`config.mk`:
```
export PLATFORM = sky130hd
export DESIGN_NAME = udp_header_parser
export DESIGN_NICKNAME = d
export VERILOG_FILES = /design/src/rtl/udp_header_parser.sv
export SDC_FILE = /design/constraint.sdc
export NUM_CORES = 1
export LEC_CHECK = 0
export ABC_AREA = 0
export BUFFER_PORTS_ARGS = -buffer_cell sky130_fd_sc_hd__clkbuf_2
export CORE_ASPECT_RATIO = 0.6
export CORE_UTILIZATION = 59
export CTS_BUF_LIST = sky130_fd_sc_hd__clkbuf_2
export DETAILED_ROUTE_END_ITERATION = 10
export PLACE_DENSITY = 0.81
export SYNTH_ARGS = -nofsm -noshare
export SYNTH_HDL_FRONTEND = slang
export SYNTH_SLANG_ARGS = --single-unit
```
`constraint.sdc`:
```
create_clock -name clk -period 2.35 [get_ports clk]
set_input_delay 0.5875 -clock clk [delete_from_list [all_inputs] [get_ports clk]]
set_output_delay 0.5875 -clock clk [all_outputs]
set_load 0.05 [all_outputs]
```
`src/rtl/udp_header_parser.sv`:
```
// udp_header_parser
//   Splits a byte-serial UDP datagram into its 8-byte header fields and a
//   payload stream. Bytes arrive MSB-first on a valid/ready handshake.
//
//   Parameters
//     FILTER_EN    non-zero: datagrams whose destination port differs from
//                  FILTER_PORT are flagged with port_drop and discarded
//     FILTER_PORT  accepted destination port when filtering is enabled
//
//   Ports
//     clk, rstn                 clock (rising edge), async active-low reset
//     s_data/s_valid/s_ready/s_last   input datagram byte stream
//     src_port, dst_port, udp_length, udp_checksum   parsed header fields
//     hdr_valid                 one-cycle pulse, fields freshly updated
//     m_data/m_valid/m_ready/m_last   payload byte stream
//     err_short, err_length, port_drop  one-cycle event pulses
//     stat_pkt_cnt              headers reported (wraps)
//     stat_err_cnt              short/length errors (saturates)
module udp_header_parser #(
  parameter int unsigned FILTER_EN   = 0,
  parameter logic [15:0] FILTER_PORT = 16'd4791
) (
  input  logic        clk,
  input  logic        rstn,
  input  logic [7:0]  s_data,
  input  logic        s_valid,
  output logic        s_ready,
  input  logic        s_last,
  output logic [15:0] src_port,
  output logic [15:0] dst_port,
  output logic [15:0] udp_length,
  output logic [15:0] udp_checksum,
  output logic        hdr_valid,
  output logic [7:0]  m_data,
  output logic        m_valid,
  input  logic        m_ready,
  output logic        m_last,
  output logic        err_short,
  output logic        err_length,
  output logic        port_drop,
  output logic [15:0] stat_pkt_cnt,
  output logic [15:0] stat_err_cnt
);

  typedef enum logic [1:0] {
    HDR,
    PAYLOAD,
    DROP
  } state_e;

  state_e      state_q, state_d;
  logic [2:0]  cnt_q, cnt_d;
  logic [55:0] hbuf_q, hbuf_d;
  logic [15:0] src_q, src_d;
  logic [15:0] dst_q, dst_d;
  logic [15:0] len_q, len_d;
  logic [15:0] csum_q, csum_d;
  logic [15:0] rem_q, rem_d;
  logic        hdr_valid_q, hdr_valid_d;
  logic        err_short_q, err_short_d;
  logic        err_length_q, err_length_d;
  logic        port_drop_q, port_drop_d;
  logic [15:0] pkt_cnt_q, pkt_cnt_d;
  logic [15:0] err_cnt_q, err_cnt_d;

  logic        acc;
  logic [63:0] hdr_full;
  logic [15:0] f_dst;
  logic [15:0] f_len;
  logic        len_bad;
  logic        len_err;
  logic        filter_miss;

  // Stream-side outputs depend only on registered state and live inputs,
  // which keeps the handshake free of combinational loops.
  always_comb begin
    s_ready = 1'b1;
    m_valid = 1'b0;
    m_data  = '0;
    m_last  = 1'b0;
    if (state_q == PAYLOAD) begin
      s_ready = m_ready;
      m_valid = s_valid;
      m_data  = s_data;
      m_last  = (rem_q == 16'd1) || s_last;
    end
  end

  assign acc = s_valid && s_ready;

  // Byte 7 completes the header together with the seven buffered bytes.
  assign hdr_full    = {hbuf_q, s_data};
  assign f_dst       = hdr_full[47:32];
  assign f_len       = hdr_full[31:16];
  assign len_bad     = (f_len < 16'd8);
  assign len_err     = len_bad || (s_last && (f_len > 16'd8));
  assign filter_miss = (FILTER_EN != 0) && (f_dst != FILTER_PORT);

  always_comb begin
    state_d      = state_q;
    cnt_d        = cnt_q;
    hbuf_d       = hbuf_q;
    src_d        = src_q;
    dst_d        = dst_q;
    len_d        = len_q;
    csum_d       = csum_q;
    rem_d        = rem_q;
    hdr_valid_d  = 1'b0;
    err_short_d  = 1'b0;
    err_length_d = 1'b0;
    port_drop_d  = 1'b0;

    unique case (state_q)
      HDR: begin
        if (acc) begin
          if (cnt_q != 3'd7) begin
            hbuf_d = {hbuf_q[47:0], s_data};
            if (s_last) begin
              err_short_d = 1'b1;
              cnt_d       = '0;
            end else begin
              cnt_d = cnt_q + 3'd1;
            end
          end else begin
            cnt_d        = '0;
            src_d        = hdr_full[63:48];
            dst_d        = f_dst;
            len_d        = f_len;
            csum_d       = hdr_full[15:0];
            err_length_d = len_err;
            port_drop_d  = filter_miss;
            // A filtered header is still reported; a malformed length is not.
            hdr_valid_d  = !len_err;
            if (!s_last) begin
              if (len_bad || (f_len == 16'd8) || filter_miss) begin
                state_d = DROP;
              end else begin
                state_d = PAYLOAD;
                rem_d   = f_len - 16'd8;
              end
            end
          end
        end
      end
      PAYLOAD: begin
        if (acc) begin
          rem_d = rem_q - 16'd1;
          if (s_last) begin
            err_length_d = (rem_q != 16'd1);
            state_d      = HDR;
          end else if (rem_q == 16'd1) begin
            // Trailing bytes beyond udp_length are link-layer padding.
            state_d = DROP;
          end
        end
      end
      DROP: begin
        if (acc && s_last) begin
          state_d = HDR;
        end
      end
      default: state_d = HDR;
    endcase
  end

  always_comb begin
    pkt_cnt_d = pkt_cnt_q;
    err_cnt_d = err_cnt_q;
    if (hdr_valid_d) begin
      pkt_cnt_d = pkt_cnt_q + 16'd1;
    end
    if ((err_short_d || err_length_d) && (err_cnt_q != 16'hFFFF)) begin
      err_cnt_d = err_cnt_q + 16'd1;
    end
  end

  always_ff @(posedge clk or negedge rstn) begin
    if (!rstn) begin
      state_q      <= HDR;
      cnt_q        <= '0;
      hbuf_q       <= '0;
      src_q        <= '0;
      dst_q        <= '0;
      len_q        <= '0;
      csum_q       <= '0;
      rem_q        <= '0;
      hdr_valid_q  <= 1'b0;
      err_short_q  <= 1'b0;
      err_length_q <= 1'b0;
      port_drop_q  <= 1'b0;
      pkt_cnt_q    <= '0;
      err_cnt_q    <= '0;
    end else begin
      state_q      <= state_d;
      cnt_q        <= cnt_d;
      hbuf_q       <= hbuf_d;
      src_q        <= src_d;
      dst_q        <= dst_d;
      len_q        <= len_d;
      csum_q       <= csum_d;
      rem_q        <= rem_d;
      hdr_valid_q  <= hdr_valid_d;
      err_short_q  <= err_short_d;
      err_length_q <= err_length_d;
      port_drop_q  <= port_drop_d;
      pkt_cnt_q    <= pkt_cnt_d;
      err_cnt_q    <= err_cnt_d;
    end
  end

  assign src_port     = src_q;
  assign dst_port     = dst_q;
  assign udp_length   = len_q;
  assign udp_checksum = csum_q;
  assign hdr_valid    = hdr_valid_q;
  assign err_short    = err_short_q;
  assign err_length   = err_length_q;
  assign port_drop    = port_drop_q;
  assign stat_pkt_cnt = pkt_cnt_q;
  assign stat_err_cnt = err_cnt_q;

endmodule

```
==> metrics.txt <==
# TYPE chip_impl_metric gauge
chip_impl_info{name="run_status",value="finished, violations left"} 1
chip_impl_info{name="violations",value="setup timing"} 1
chip_impl_metric{name="fin_worst_skew",unit="ps"} 33.7
chip_impl_metric{name="io_pins",unit=""} 124
chip_impl_info{name="synth.area.top_cells",value="dfrtp_1, mux2_2, xnor2_1"} 1
chip_impl_metric{name="grt_use_total",unit=""} 0.265
chip_impl_metric{name="achievable-frequency",unit="MHz"} 365
chip_impl_metric{name="initial_core_util",unit=""} 0.620
chip_impl_metric{name="synth_cells",unit=""} 599
chip_impl_metric{name="setup_violations",unit=""} 10
chip_impl_metric{name="first_global_vias",unit=""} 5532
chip_impl_metric{name="clk_latency",unit="ps"} 720
chip_impl_metric{name="setup_total_negative_slack",unit="ps"} -950
chip_impl_metric{name="slew-limit-headroom",unit=""} 0.580
chip_impl_metric{name="cts.sink_count",unit=""} 176
chip_impl_info{name="critical_path.endpoint_type",value="output port"} 1
chip_impl_info{name="path_cells",value="nor4_4 -> nand4_1 -> and2_4 -> nor2_4 -> buf_8"} 1
chip_impl_metric{name="avgSynthCellArea",unit="um2"} 12.8
chip_impl_metric{name="first_iter_violations",unit=""} 409
chip_impl_metric{name="vias",unit=""} 5472
chip_impl_metric{name="syn_area",unit="um2"} 7670
chip_impl_metric{name="pin_count_of_the_biggest_net_entering_global_routing",unit=""} 59
chip_impl_metric{name="delay_of_the_slowest_cell_on_the_worst_path",unit="ps"} 470
chip_impl_metric{name="arrival",unit="ps"} 2150
chip_impl_metric{name="finalWeightedCongestion",unit=""} 0.870
chip_impl_metric{name="post_drt_via_cell_ratio",unit=""} 5.85
chip_impl_info{name="synth_largest_area_cell",value="dfrtp_1"} 1
chip_impl_metric{name="synth-warning-count",unit=""} 0
chip_impl_info{name="cts_tree",value="done"} 1
chip_impl_info{name="startpoint_type",value="flop"} 1
chip_impl_metric{name="cts_clock_pin_slew_for_the_worst_setup_and_hold_paths",unit="ps"} 250
chip_impl_metric{name="synthAdderAreaFrac",unit=""} 0.0114
chip_impl_metric{name="num_rows",unit=""} 31
chip_impl_metric{name="antenna_violating_nets_post_route",unit=""} 0
chip_impl_metric{name="placement.setup.worst_slack",unit="ps"} 71.1
chip_impl_info{name="slowest_stage",value="dfrtp_1"} 1
chip_impl_metric{name="post-layout-total-power",unit="uW"} 7670
chip_impl_info{name="worstSetupPathType",value="reg2out"} 1
chip_impl_metric{name="mux_cell_area_share_after_synthesis",unit=""} 0.175
chip_impl_metric{name="hold_ws",unit="ps"} 127
chip_impl_metric{name="cts_max_path_buffers",unit=""} 2
chip_impl_metric{name="p_leak",unit="uW"} 0.00458
chip_impl_metric{name="switching_share",unit=""} 0.350
chip_impl_metric{name="floorplan.die_area",unit="um2"} 13500
chip_impl_info{name="yosys_most_used_dff",value="dfrtp_1"} 1
chip_impl_metric{name="grt_pass1_wl",unit="mm"} 27.7
chip_impl_metric{name="cap_violations",unit=""} 0
chip_impl_metric{name="die_y",unit="um"} 90.3
chip_impl_metric{name="synth_xor_area_frac",unit=""} 0.0468
chip_impl_metric{name="synth_enable_flop_cells",unit=""} 0
chip_impl_metric{name="number_of_port_buffers",unit=""} 122
chip_impl_metric{name="synth_compound_gate_area_share",unit=""} 0.0602
chip_impl_metric{name="internal_power",unit="uW"} 4990
chip_impl_metric{name="cts_max_level",unit=""} 4
chip_impl_metric{name="report.final.slew_viol_count",unit=""} 0
chip_impl_metric{name="pre_repair_dr_iteration_count",unit=""} 6
chip_impl_metric{name="synth_seq_cells",unit=""} 176
chip_impl_metric{name="num-nets-final",unit=""} 778
chip_impl_info{name="rsz0062_at_grt",value="yes"} 1
chip_impl_metric{name="critical_path.max_fanout",unit=""} 2
chip_impl_metric{name="power_frac_clock",unit=""} 0.237
chip_impl_metric{name="hold_viol",unit=""} 0
chip_impl_metric{name="place_hpwl",unit="mm"} 11.5
chip_impl_metric{name="power_density",unit="nW/um2"} 822
chip_impl_metric{name="cts_inserted_buffers",unit=""} 17
chip_impl_metric{name="routed_wire_length_per_instance",unit="um"} 18.1
chip_impl_metric{name="required_arrival_time_at_the_worst_endpoint",unit="ps"} 1760
chip_impl_metric{name="worst_slack",unit="ps"} -392
chip_impl_metric{name="synth_seq_area_share",unit=""} 0.574
chip_impl_metric{name="fillerInstances",unit=""} 834
chip_impl_metric{name="layout-area-overhead-vs-synth",unit="%"} 21.7
chip_impl_metric{name="grt_overflow_total",unit=""} 0
chip_impl_metric{name="yosys.cell_types.count",unit=""} 55
chip_impl_info{name="clk_root_buffer_cell",value="clkbuf_2"} 1
chip_impl_metric{name="coreArea",unit="um2"} 12400
chip_impl_metric{name="post-route-drc-count",unit=""} 0
chip_impl_metric{name="synthSimpleGateAreaFrac",unit=""} 0.111
chip_impl_metric{name="comb_power_share",unit=""} 0.249
chip_impl_metric{name="die_width",unit="um"} 149
chip_impl_metric{name="synth_largest_type_area_fraction",unit=""} 0.574
chip_impl_metric{name="power.ir.vdd_worst",unit="mV"} 0.543
chip_impl_metric{name="synth_net_count",unit=""} 619
chip_impl_metric{name="synth_async_sr_flop_share",unit=""} 1.00
chip_impl_metric{name="post_route_cells_drive_above_1_share",unit=""} 0.467
chip_impl_info{name="hold_path.class",value="in2reg"} 1
chip_impl_metric{name="tightestPinTransition",unit="ps"} 625
chip_impl_metric{name="seq_power_share",unit=""} 0.514
chip_impl_metric{name="power.net_switching",unit="uW"} 2680
chip_impl_metric{name="antenna_found_initial",unit=""} 0
chip_impl_metric{name="finalWorstPathRequiredPeriod",unit="ps"} 2740
chip_impl_metric{name="post-route-period-util",unit=""} 1.17
chip_impl_metric{name="routed_wl",unit="mm"} 17.0
chip_impl_info{name="largest_family_of_logic_cells_by_synthesized_area",value="multiplexers"} 1
chip_impl_metric{name="antenna_cells_inserted",unit=""} 0
==> kinds of logic after synthesis <==
logic type               Yosys count
other                              1
multiplexers                     119
flip-flops                       176
XOR/XNOR                          41
adder cells (fa/ha/maj)            7
buffers and inverters             35
AO/OA/AOI/OAI                     68
AND/OR/NAND/NOR                  152
==> flip-flops by register name, summed over array words and instances, names as in the netlist, 16 cells and up <==
signal        flops
hbuf_q           56
src_port         16
stat_pkt_cnt     16
udp_checksum     16
rem_q            16
stat_err_cnt     16
udp_length       16
dst_port         16
==> cells in the mapped netlist, types with 3 or more instances <==
library cell / instances
o22a_1: 4
buf_2: 11
o31ai_1: 3
xnor2_1: 34
nor2_1: 23
nand3_1: 17
mux2_2: 118
nand4_1: 14
nand2_1: 34
nor3b_1: 3
and2_1: 11
a21oi_1: 22
xor2_1: 7
or3_1: 5
nor4_1: 6
clkbuf_1: 11
nand2b_1: 4
dfrtp_1: 176
ha_1: 7
inv_1: 7
and3_1: 11
buf_1: 3
nor3_1: 9
and4_1: 4
o21ai_0: 19
==> path summary, 6_finish.rpt <==
| kind | from | endpoint | slack [ps] | depth (start not counted) |
|---|---|---|---|---|
| min in group asynchronous | rstn | udp_checksum[0] | 350 | 2 |
| hold reg to reg | stat_pkt_cnt[15] | stat_pkt_cnt[15] | 490 | 1 |
| hold / removal | s_data[6] | hbuf_q[6] | 130 | 2 |
| setup reg to reg | rem_q[8] | rem_q[15] | 120 | 7 |
| max in group asynchronous | rstn | hbuf_q[41] | 1240 | 3 |
| setup / recovery | rem_q[4] | m_last | -390 | 5 |
==> power groups by stage <==
stage	sequential (uW)	clock, uW	combinational, uW
after floorplan	4370	0	781
after global placement	3930	0	1750
after detailed placement	3980	0	1800
after CTS	3930	1850	1860
after global routing	4010	1970	2050
final	3950	1820	1910
==> timing repair <==
action	4_1_cts	5_1_grt
endpoints found under the hold margin	49	0
gates resized for setup	47	35
endpoints found under the setup margin	11	44
pin swaps	16	6
setup buffers	12	5
hold buffers	1	0
gates cloned	1	0
==> critical path, delay by kind of cell (launching register included) <==
| family | cells | cell delay, ps |
|---|---|---|
| buffers and inverters | 1 | 150 |
| AND/OR/NAND/NOR | 4 | 820 |
| flip-flops | 1 | 470 |
==> layer usage <==
layer | global-route usage | vias up | routed length, um
met1 | 0.360 | 2747 | 7280
li1 | - | 2469 | -
met5 | 0 | - | 0
met4 | 0.0816 | 0 | 299
met2 | 0.416 | 226 | 8030
met3 | 0.0742 | 30 | 1360
==> layout by cell type (no fill, tap or decap), types with 10 or more instances in the layout <==
cell type / netlist / final
nand3_1: 17 / 16
dfrtp_1: 176 / 171
nand2_1: 34 / 32
nand4_1: 14 / 14
mux2_2: 118 / 117
buf_4: 1 / 36
buf_8: 0 / 11
nor2_1: 23 / 20
clkbuf_2: 0 / 128
xnor2_1: 34 / 34
o21ai_0: 19 / 18
and2_4: 1 / 10
and3_1: 11 / 11
a21oi_1: 22 / 22
==> final cells by class <==
| class | instances | area (um2) | area share |
|---|---|---|---|
| Clock buffer | 18 | 90.1 | 0.00965 |
| Clock inverter | 14 | 203 | 0.0217 |
| Inverter | 7 | 26.3 | 0.00281 |
| Multi-Input combinational cell | 389 | 3270 | 0.350 |
| Sequential cell | 176 | 4410 | 0.472 |
| Tap cell | 165 | 206 | 0.0221 |
| Timing Repair Buffer | 167 | 1130 | 0.121 |
==> through the flow <==
step,cell area (um2),std cells,utilization
floorplan,7670,599,-
finish,9340,936,0.755
detailed placement,8670,891,0.700
global placement,8670,891,0.700
CTS,9270,937,0.749
global route,9340,936,0.755
No activity file was read; power rests on OpenSTA's default activity.
